## config.mk

```make
export PLATFORM = sky130hd
export DESIGN_NAME = dcache_ctrl_flat
export DESIGN_NICKNAME = d
export VERILOG_FILES = /design/src/rtl/dcache_ctrl_if.sv /design/src/rtl/dcache_ctrl.sv /design/src/flat_wrapper.sv
export SDC_FILE = /design/constraint.sdc
export NUM_CORES = 1
export LEC_CHECK = 0
export ABC_AREA = 1
export ABC_CLOCK_PERIOD_IN_PS = 2290
export CAP_MARGIN = 15
export CORE_MARGIN = 4
export CORE_UTILIZATION = 40
export CTS_CLUSTER_DIAMETER = 100
export DETAILED_ROUTE_END_ITERATION = 7
export PLACE_DENSITY_LB_ADDON = 0.1
export RECOVER_POWER = 50
export SKIP_CTS_REPAIR_TIMING = 1
export SLEW_MARGIN = 20
export SYNTH_ARGS = -nofsm -noshare
export SYNTH_HDL_FRONTEND = slang
export SYNTH_SLANG_ARGS = --single-unit
```

## constraint.sdc

```tcl
create_clock -name clk -period 2.29 [get_ports clk]
set_input_delay 0.458 -clock clk [delete_from_list [all_inputs] [get_ports clk]]
set_output_delay 0.458 -clock clk [all_outputs]
set_load 0.05 [all_outputs]
```

## src/rtl/dcache_ctrl_if.sv

```systemverilog
// Bundles the CPU-side handshake, the flush handshake and the data-memory bus of dcache_ctrl.
// master = CPU plus memory environment, slave = the cache controller.
interface dcache_ctrl_if;
    logic        cpu_req;
    logic        cpu_we;
    logic [31:0] cpu_addr;
    logic [31:0] cpu_wdata;
    logic [31:0] cpu_rdata;
    logic        cpu_ready;
    logic        flush;
    logic        flush_done;
    logic [4:0]  mem_addr;
    logic [31:0] mem_wdata;
    logic        mem_write;
    logic [31:0] mem_rdata;
    logic [15:0] hit_cnt;
    logic [15:0] miss_cnt;

    modport master (
        output cpu_req, cpu_we, cpu_addr, cpu_wdata, flush, mem_rdata,
        input  cpu_rdata, cpu_ready, flush_done, mem_addr, mem_wdata, mem_write,
               hit_cnt, miss_cnt
    );

    modport slave (
        input  cpu_req, cpu_we, cpu_addr, cpu_wdata, flush, mem_rdata,
        output cpu_rdata, cpu_ready, flush_done, mem_addr, mem_wdata, mem_write,
               hit_cnt, miss_cnt
    );
endinterface

```

## src/rtl/dcache_ctrl.sv

```systemverilog
// Direct-mapped, one-word-per-line write-back data cache controller with a flush scan
// and saturating hit/miss counters. All outputs are registered.
module dcache_ctrl #(
    parameter int LINES   = 8,
    parameter int MEM_LAT = 2
) (
    input logic          clk,
    input logic          reset,
    dcache_ctrl_if.slave bus
);
    localparam int IDX_W = $clog2(LINES);
    localparam int TAG_W = 5 - IDX_W;
    localparam int CNT_W = (MEM_LAT > 1) ? $clog2(MEM_LAT) : 1;
    localparam logic [CNT_W-1:0] CNT_LAST = CNT_W'(MEM_LAT - 1);
    localparam logic [IDX_W-1:0] IDX_LAST = IDX_W'(LINES - 1);

    typedef enum logic [2:0] {
        IDLE, LOOKUP, WRITEBACK, ALLOCATE, RESPOND, FLUSH
    } state_t;

    state_t           state;
    logic [LINES-1:0] valid;
    logic [LINES-1:0] dirty;
    logic [TAG_W-1:0] tags [LINES];
    logic [31:0]      data [LINES];

    logic             req_we;
    logic [4:0]       req_addr;
    logic [31:0]      req_wdata;
    logic             replay;
    logic [CNT_W-1:0] cnt;
    logic [IDX_W-1:0] flush_idx;

    logic [31:0] cpu_rdata_q;
    logic        cpu_ready_q;
    logic        flush_done_q;
    logic [4:0]  mem_addr_q;
    logic [31:0] mem_wdata_q;
    logic        mem_write_q;
    logic [15:0] hit_q;
    logic [15:0] miss_q;

    logic [IDX_W-1:0] req_idx;
    logic [TAG_W-1:0] req_tag;
    logic             hit;
    logic             victim_dirty;
    logic [IDX_W-1:0] next_idx;
    logic             cur_dirty;
    logic             next_dirty;
    logic             unused_addr_bits;

    assign req_idx      = req_addr[IDX_W-1:0];
    assign req_tag      = req_addr[4:IDX_W];
    assign hit          = valid[req_idx] && (tags[req_idx] == req_tag);
    assign victim_dirty = valid[req_idx] && dirty[req_idx];
    assign next_idx     = flush_idx + IDX_W'(1);
    assign cur_dirty    = valid[flush_idx] && dirty[flush_idx];
    assign next_dirty   = valid[next_idx] && dirty[next_idx];

    // Only the low five address bits select a word; the rest are deliberately ignored.
    assign unused_addr_bits = ^bus.cpu_addr[31:5];

    assign bus.cpu_rdata  = cpu_rdata_q;
    assign bus.cpu_ready  = cpu_ready_q;
    assign bus.flush_done = flush_done_q;
    assign bus.mem_addr   = mem_addr_q;
    assign bus.mem_wdata  = mem_wdata_q;
    assign bus.mem_write  = mem_write_q;
    assign bus.hit_cnt    = hit_q;
    assign bus.miss_cnt   = miss_q;

    // Memory outputs are set up one edge ahead, so mem_write is raised on the
    // edge that starts the final cycle of each write-back.
    always_ff @(posedge clk or negedge reset) begin
        if (!reset) begin
            state        <= IDLE;
            valid        <= '0;
            dirty        <= '0;
            for (int i = 0; i < LINES; i++) begin
                tags[i] <= '0;
                data[i] <= '0;
            end
            req_we       <= 1'b0;
            req_addr     <= '0;
            req_wdata    <= '0;
            replay       <= 1'b0;
            cnt          <= '0;
            flush_idx    <= '0;
            cpu_rdata_q  <= '0;
            cpu_ready_q  <= 1'b0;
            flush_done_q <= 1'b0;
            mem_addr_q   <= '0;
            mem_wdata_q  <= '0;
            mem_write_q  <= 1'b0;
            hit_q        <= '0;
            miss_q       <= '0;
        end else begin
            cpu_ready_q  <= 1'b0;
            flush_done_q <= 1'b0;
            case (state)
                IDLE: begin
                    if (bus.flush) begin
                        state     <= FLUSH;
                        flush_idx <= '0;
                        cnt       <= '0;
                        if (valid[0] && dirty[0]) begin
                            mem_addr_q  <= {tags[0], IDX_W'(0)};
                            mem_wdata_q <= data[0];
                            mem_write_q <= (MEM_LAT == 1);
                        end
                    end else if (bus.cpu_req) begin
                        req_we    <= bus.cpu_we;
                        req_addr  <= bus.cpu_addr[4:0];
                        req_wdata <= bus.cpu_wdata;
                        replay    <= 1'b0;
                        state     <= LOOKUP;
                    end
                end
                LOOKUP: begin
                    if (hit) begin
                        if (!replay && hit_q != 16'hFFFF) begin
                            hit_q <= hit_q + 16'd1;
                        end
                        if (req_we) begin
                            data[req_idx]  <= req_wdata;
                            dirty[req_idx] <= 1'b1;
                        end else begin
                            cpu_rdata_q <= data[req_idx];
                        end
                        replay <= 1'b0;
                        state  <= RESPOND;
                    end else begin
                        if (miss_q != 16'hFFFF) begin
                            miss_q <= miss_q + 16'd1;
                        end
                        cnt <= '0;
                        if (victim_dirty) begin
                            mem_addr_q  <= {tags[req_idx], req_idx};
                            mem_wdata_q <= data[req_idx];
                            mem_write_q <= (MEM_LAT == 1);
                            state       <= WRITEBACK;
                        end else begin
                            mem_addr_q <= req_addr;
                            state      <= ALLOCATE;
                        end
                    end
                end
                WRITEBACK: begin
                    if (cnt == CNT_LAST) begin
                        dirty[req_idx] <= 1'b0;
                        mem_write_q    <= 1'b0;
                        mem_wdata_q    <= '0;
                        mem_addr_q     <= req_addr;
                        cnt            <= '0;
                        state          <= ALLOCATE;
                    end else begin
                        cnt         <= cnt + CNT_W'(1);
                        mem_write_q <= ((cnt + CNT_W'(1)) == CNT_LAST);
                    end
                end
                ALLOCATE: begin
                    if (cnt == CNT_LAST) begin
                        valid[req_idx] <= 1'b1;
                        dirty[req_idx] <= 1'b0;
                        tags[req_idx]  <= req_tag;
                        data[req_idx]  <= bus.mem_rdata;
                        mem_addr_q     <= '0;
                        replay         <= 1'b1;
                        state          <= LOOKUP;
                    end else begin
                        cnt <= cnt + CNT_W'(1);
                    end
                end
                RESPOND: begin
                    cpu_ready_q <= 1'b1;
                    state       <= IDLE;
                end
                FLUSH: begin
                    if (cur_dirty && cnt != CNT_LAST) begin
                        cnt         <= cnt + CNT_W'(1);
                        mem_write_q <= ((cnt + CNT_W'(1)) == CNT_LAST);
                    end else begin
                        if (cur_dirty) begin
                            dirty[flush_idx] <= 1'b0;
                        end
                        cnt         <= '0;
                        mem_write_q <= 1'b0;
                        mem_addr_q  <= '0;
                        mem_wdata_q <= '0;
                        if (flush_idx == IDX_LAST) begin
                            flush_done_q <= 1'b1;
                            state        <= IDLE;
                        end else begin
                            flush_idx <= next_idx;
                            if (next_dirty) begin
                                mem_addr_q  <= {tags[next_idx], next_idx};
                                mem_wdata_q <= data[next_idx];
                                mem_write_q <= (MEM_LAT == 1);
                            end
                        end
                    end
                end
                default: state <= IDLE;
            endcase
        end
    end
endmodule

```

## src/flat_wrapper.sv

```systemverilog
// flat-port wrapper written by rule: the top's interface ports become plain ports
module dcache_ctrl_flat 
#(
    parameter int LINES   = 8,
    parameter int MEM_LAT = 2
)
  (clk, reset, bus_cpu_req, bus_cpu_we, bus_cpu_addr, bus_cpu_wdata, bus_flush, bus_mem_rdata, bus_cpu_rdata, bus_cpu_ready, bus_flush_done, bus_mem_addr, bus_mem_wdata, bus_mem_write, bus_hit_cnt, bus_miss_cnt);
  dcache_ctrl_if bus_i ();
  input logic clk;
  input logic reset;
  input wire logic [$bits(bus_i.cpu_req)-1:0] bus_cpu_req;
  input wire logic [$bits(bus_i.cpu_we)-1:0] bus_cpu_we;
  input wire logic [$bits(bus_i.cpu_addr)-1:0] bus_cpu_addr;
  input wire logic [$bits(bus_i.cpu_wdata)-1:0] bus_cpu_wdata;
  input wire logic [$bits(bus_i.flush)-1:0] bus_flush;
  input wire logic [$bits(bus_i.mem_rdata)-1:0] bus_mem_rdata;
  output wire logic [$bits(bus_i.cpu_rdata)-1:0] bus_cpu_rdata;
  output wire logic [$bits(bus_i.cpu_ready)-1:0] bus_cpu_ready;
  output wire logic [$bits(bus_i.flush_done)-1:0] bus_flush_done;
  output wire logic [$bits(bus_i.mem_addr)-1:0] bus_mem_addr;
  output wire logic [$bits(bus_i.mem_wdata)-1:0] bus_mem_wdata;
  output wire logic [$bits(bus_i.mem_write)-1:0] bus_mem_write;
  output wire logic [$bits(bus_i.hit_cnt)-1:0] bus_hit_cnt;
  output wire logic [$bits(bus_i.miss_cnt)-1:0] bus_miss_cnt;
  assign bus_i.cpu_req = bus_cpu_req;
  assign bus_i.cpu_we = bus_cpu_we;
  assign bus_i.cpu_addr = bus_cpu_addr;
  assign bus_i.cpu_wdata = bus_cpu_wdata;
  assign bus_i.flush = bus_flush;
  assign bus_i.mem_rdata = bus_mem_rdata;
  assign bus_cpu_rdata = bus_i.cpu_rdata;
  assign bus_cpu_ready = bus_i.cpu_ready;
  assign bus_flush_done = bus_i.flush_done;
  assign bus_mem_addr = bus_i.mem_addr;
  assign bus_mem_wdata = bus_i.mem_wdata;
  assign bus_mem_write = bus_i.mem_write;
  assign bus_hit_cnt = bus_i.hit_cnt;
  assign bus_miss_cnt = bus_i.miss_cnt;
  dcache_ctrl #(.LINES(LINES), .MEM_LAT(MEM_LAT)) u_core (.clk(clk), .reset(reset), .bus(bus_i));
endmodule
```

==> results.txt, run 1 <==
Final Slew Violations = 47
most crowded layer after global routing = met2
worst skew pair latency = 0.63 ns
Hold Violations, Final = 0
Critical Path Most Common Cell = nand2_1
MaxCap Viol Count = 1
Final setup violation count = 132
GR Util met1 = 39.7%
fin crit share = 104%
outcome = finished, violations left
Row Count = 90
Synth Area in Compound Gates = 10.4%
startpoint types = register
Post-Synthesis Cells = 3344
failing checks = max-capacitance violations, max-slew violations, negative setup slack
Clock Skew = 0.0347 ns
path type of the worst setup path = register to register
M2 GR Usage = 44.6%
first-pass GRT wire length = 142000 um
fill count = 5697
Setup WS pre-CTS = -0.261 ns
clock buffer depth = 3
FF+latch area = 0.0110 mm^2
wire per inst = 21.9 um
vias in the first global route = 23900
Critical Path Sink Type = register
commonest non-fill, non-tap cell in the layout = nand2_1
PortBufs = 177
worst hold path class = input pin to register
Req. time, crit path = 2.79 ns
die area = 0.0652 mm^2
slowest stage delay, CP = 0.52 ns
clk sinks = 438
gr usage total = 27.9%
# IOs = 205
simple-gate area share of the yosys netlist = 34.5%
Layout Nets = 3769
remaining global-route overflow = 0
P_leak = 15.9 nW
yosys warns = 0
post-synthesis mux area share = 1.52%
core region area = 0.0605 mm^2
Starting Density = 40.4%
diode count = 0
power per cell area = 1700 mW/mm^2
post-synthesis sequential area ratio = 44.8%
Netlist cell types = 43
largest family of logic cells by synthesized area = simple AND/OR/NAND/NOR gates
area growth from synthesis to layout = 32.9%
initial antenna violation count = 1
fmax = 420 MHz
WP buf/inv = 3
largest net degree at the start of global routing = 89
TritonRoute pass-1 iters = 7
most frequent cells in the layout = nand2_1 (1304), dfrtp_1 (430), nand4_1 (288)
clock root cell = clkbuf_16
Peak VDD IR = 0.000917 V
arrival time worst endpoint = 2.88 ns
Design Power = 55.4 mW
die height = 255 um
crit-path max FO = 16
syn nets = 3449
gp weighted congestion = 0.922
remaining antenna violation count = 0
Vias/cell = 5.68
XOR/XNOR share of the synthesized area = 0.752%
WL final = 98200 um
#FFs+latches synth = 438
Mean Syn Cell Area = 7.31 um^2
Vias = 25500
RSZ-0062 raised after global routing = yes
Worst-path clk slew = 0.07 ns
dpl hpwl = 62100 um
DR iter-0 viols = 2828
Residual DRC = 0
Inserted Clock Buffers = 51
critical path's top delay family = simple AND/OR/NAND/NOR gates
M3 GR Usage = 4.80%
multi-input logic area = 0.0122 mm^2
Synth Area in Adders = 0.205%
placed cell area = 0.0290 mm^2
Setup TNS Final = -3.35 ns
minimum clock period = 2.38 ns
slowest CP cell = dfrtp_2
die width = 255 um
Syn Std Cell Area = 0.0245 mm^2
Design Area, Final = 0.0325 mm^2
relative slew slack = -0.947%
TritonCTS clock tree = built
share of cells above drive strength 1 = 16.4%
worst path cell trace = buf_6 > nand2_1 > o21ai_2 > nand2_1 > nand2_1 > nand2_1 > nand2_2 > nand2_2 > nor2_4 > nand3_4 > buf_12 > nand2_8 > nand3_4 > buf_12 > nand2_1 > nand2_1
H-Tree Depth = 2
Setup WS post-layout = -0.0918 ns
Worst-Margin Slew = 1.51 ns
==> per-layer routing <==
layer	part of all wire, %	routed length [um]	vias to the layer above
met1	43	41900	12300
met5	0	0	-
li1	-	-	11800
met4	2.8	2790	0
met2	46	44900	1240
met3	8.8	8620	204
==> report_power, final <==
part | leakage (nW) | total, mW | switching, mW | internal (mW)
combinational | 9.88 | 32.6 | 20.6 | 11.9
clock | 0.882 | 8.92 | 3.48 | 5.44
sequential | 5.16 | 13.9 | 2.78 | 11.1
total | 15.9 | 55.4 | 26.9 | 28.5
==> Yosys cell counts (all sizes together) <==
cell     number  area, um^2
xnor2        14         123
o31ai        11        82.6
nand3       152         813
nor2        113         479
a21o          1        7.51
nor3         13        65.1
nand4       288        1800
xor2          7        61.3
o211ai       12         100
a21oi       147         736
o2111ai       3        26.3
nand3b        5        37.5
a22o          7        61.3
buf         121         727
inv         192         721
ha            4        50.1
clkbuf      118         443
dfrtp       438       11000
a32oi         1        8.76
a31oi         4        25.0
clkinv        4        15.0
a41o          3        30.0
a211oi        1        7.51
a22oi        54         405
o21ai       200        1000
o21a          1        7.51
nor3b         1        7.51
mux2         33         372
nand2      1385        5210
o22ai         9        56.3
nor4          2        12.5
==> final cells by class <==
cell class                 instances  area share [%]
inverter                         196            2.35
tap                              782            3.01
timing repair buffer             504            17.7
clock inverter                    14           0.824
multi-input combinational       2473            37.6
clock buffer                      78            4.77
sequential                       438            33.8
==> kinds of logic (layout without fill, tap and decap cells) <==
| logic type | Yosys count | after routing |
|---|---|---|
| adder cells (fa/ha/maj) | 4 | 4 |
| AO/OA/AOI/OAI | 454 | 454 |
| multiplexers | 33 | 33 |
| flip-flops | 438 | 438 |
| AND/OR/NAND/NOR | 1959 | 1961 |
| XOR/XNOR | 21 | 21 |
| buffers and inverters | 435 | 792 |
==> stage by stage <==
stage	util (%)	hold WS, ns	instances
finish	53.8	0.439	4485
CTS	51.0	-0.216	4435
global route	53.8	0.430	4485
global placement	48.0	0.423	4343
floorplan	-	0.162	3344
detailed placement	48.0	0.431	4343
==> state kept, by name, summed over array words and instances, names as in the netlist, 8 cells and up <==
| signal | cells |
|---|---|
| u_core.data | 256 |
| u_core.req_wdata | 32 |
| u_core.bus.miss_cnt | 16 |
| u_core.valid | 8 |
| u_core.dirty | 8 |
| u_core.bus.cpu_rdata | 32 |
| u_core.bus.hit_cnt | 16 |
| u_core.tags | 16 |
| u_core.bus.mem_wdata | 32 |
==> worst paths after layout <==
path                                           from                        to  slack (ns)  cells past startpoint
hold / removal                     bus_cpu_wdata[1]       u_core.req_wdata[1]        0.44                      2
setup reg to reg                 u_core.req_addr[0]           u_core.data[80]       -0.09                     16
setup / recovery                 u_core.req_addr[0]           u_core.data[80]       -0.09                     16
hold reg to reg            u_core.bus.cpu_rdata[24]  u_core.bus.cpu_rdata[24]        0.47                      2
min in group asynchronous                     reset  u_core.bus.mem_wdata[16]        0.78                      2
max in group asynchronous                     reset          u_core.data[218]        0.22                      3
No activity file was read; power rests on OpenSTA's default activity.
==> inputs of run 2 (changes only) <==
Settings changed: MAX_ROUTING_LAYER set to met4, TNS_END_PERCENT set to 50.
==> results.txt, run 2 (same netlist as run 1, synthesis figures left out) <==
outcome = finished, violations left
failing checks = negative setup slack
die height = 255 um
Design Power = 53.9 mW
Final setup violation count = 255
area growth from synthesis to layout = 29.6%
crit-path max FO = 8
gr usage total = 29.1%
largest net degree at the start of global routing = 96
worst hold path class = input pin to register
Final Slew Violations = 0
die width = 255 um
Row Count = 90
R2R Setup Slk = -0.08 ns
core region area = 0.0605 mm^2
startpoint types = register
Hold Violations, Final = 0
clock root cell = clkbuf_16
Largest Register = u_core.data
initial antenna violation count = 2
Setup WS post-layout = -0.0800 ns
wire per inst = 21.6 um
most frequent cells in the layout = nand2_1 (1344), dfrtp_1 (431), nand4_1 (288)
fmax = 422 MHz
arrival time worst endpoint = 2.92 ns
first-pass GRT wire length = 143000 um
gp weighted congestion = 0.932
path type of the worst setup path = register to register
worst path cell trace = buf_6 > buf_4 > o21ai_2 > nand2_1 > nand2_1 > nand2_1 > nand2_2 > nand2_2 > nor2_4 > nand3_4 > nand2_8 > buf_12 > clkbuf_16 > nand4_1 > nand2_1
Vias = 25300
Layout Cells excl Fill = 4464
commonest non-fill, non-tap cell in the layout = nand2_1
clk sinks = 438
placed cell area = 0.0290 mm^2
GR Util met1 = 39.7%
Residual DRC = 0
Critical Path Most Common Cell = nand2_1
share of cells above drive strength 1 = 14.4%
P_leak = 15.5 nW
H-Tree Depth = 2
PortBufs = 177
minimum clock period = 2.37 ns
# IOs = 205
Worst-path clk slew = 0.06 ns
slowest stage delay, CP = 0.43 ns
Clock Skew = 0.0207 ns
remaining global-route overflow = 0
clock buffer depth = 3
Vias/cell = 5.67
Worst-Margin Slew = 1.02 ns
fin crit share = 103%
power per cell area = 1700 mW/mm^2
Starting Density = 40.4%
Design Area, Final = 0.0317 mm^2
Inst Count DP = 4338
M3 GR Usage = 4.78%
Setup WS pre-CTS = -0.357 ns
Layout Nets = 3747
WL final = 96300 um
Req. time, crit path = 2.84 ns
vias in the first global route = 24200
MaxCap Viol Count = 0
remaining antenna violation count = 0
TritonRoute pass-1 iters = 8
dpl hpwl = 62200 um
Critical Path Sink Type = register
relative slew slack = 32.1%
slowest CP cell = dfrtp_2
worst skew pair latency = 0.61 ns
Peak VDD IR = 0.000786 V
most crowded layer after global routing = met2
RSZ-0062 raised after global routing = yes
DR iter-0 viols = 2693
Inserted Clock Buffers = 51
diode count = 0
die area = 0.0652 mm^2
max FFs per register = 256
M2 GR Usage = 43.8%
TritonCTS clock tree = built
==> run 2: worst paths after layout <==
kind                                          from                     end  cells past startpoint
worst max-delay path            u_core.req_addr[0]        u_core.data[154]                     15
min in group asynchronous                    reset  u_core.bus.hit_cnt[13]                      2
worst max register to register  u_core.req_addr[0]        u_core.data[154]                     15
max in group asynchronous                    reset         u_core.data[41]                      4
worst min-delay path             bus_cpu_wdata[20]    u_core.req_wdata[20]                      2
worst min register to register    u_core.data[132]        u_core.data[132]                      2
==> run 2: per-layer routing <==
metal  wire, um  up-vias
met2      43000     1228
met4       3560        0
met1      41500    12200
met5          0        -
met3       8270      220
li1           -    11700
==> run 2: power breakdown <==
group | switching [mW] | total (mW) | internal [mW]
Clock | 3.46 | 8.85 | 5.38
Combinational | 20.2 | 31.3 | 11.1
Sequential | 2.60 | 13.7 | 11.1
==> run 2: critical path: cells and delay by family (launching register included) <==
kind	cells	cell delay [ns]
buffers and inverters	4	0.66
AO/OA/AOI/OAI	1	0.11
flip-flops	1	0.43
AND/OR/NAND/NOR	10	1.09
==> run 2: area by class of cell <==
cell class	instances	area, um^2
clock buffer	74	1480
clock inverter	19	313
fill	5803	28800
inverter	196	757
multi-input combinational	2473	11900
sequential	438	11000
tap	782	978
timing repair buffer	482	5310
==> run 2: through the flow <==
stage | hold slack [ns] | util [%] | TNS (ns)
global route | 0.450 | 52.4 | -49.56
finish | 0.457 | 52.4 | -7.25
global placement | 0.373 | 47.9 | -22.54
detailed placement | 0.374 | 47.9 | -23.55
CTS | -0.268 | 50.9 | -31.73
floorplan | 0.162 | - | 0
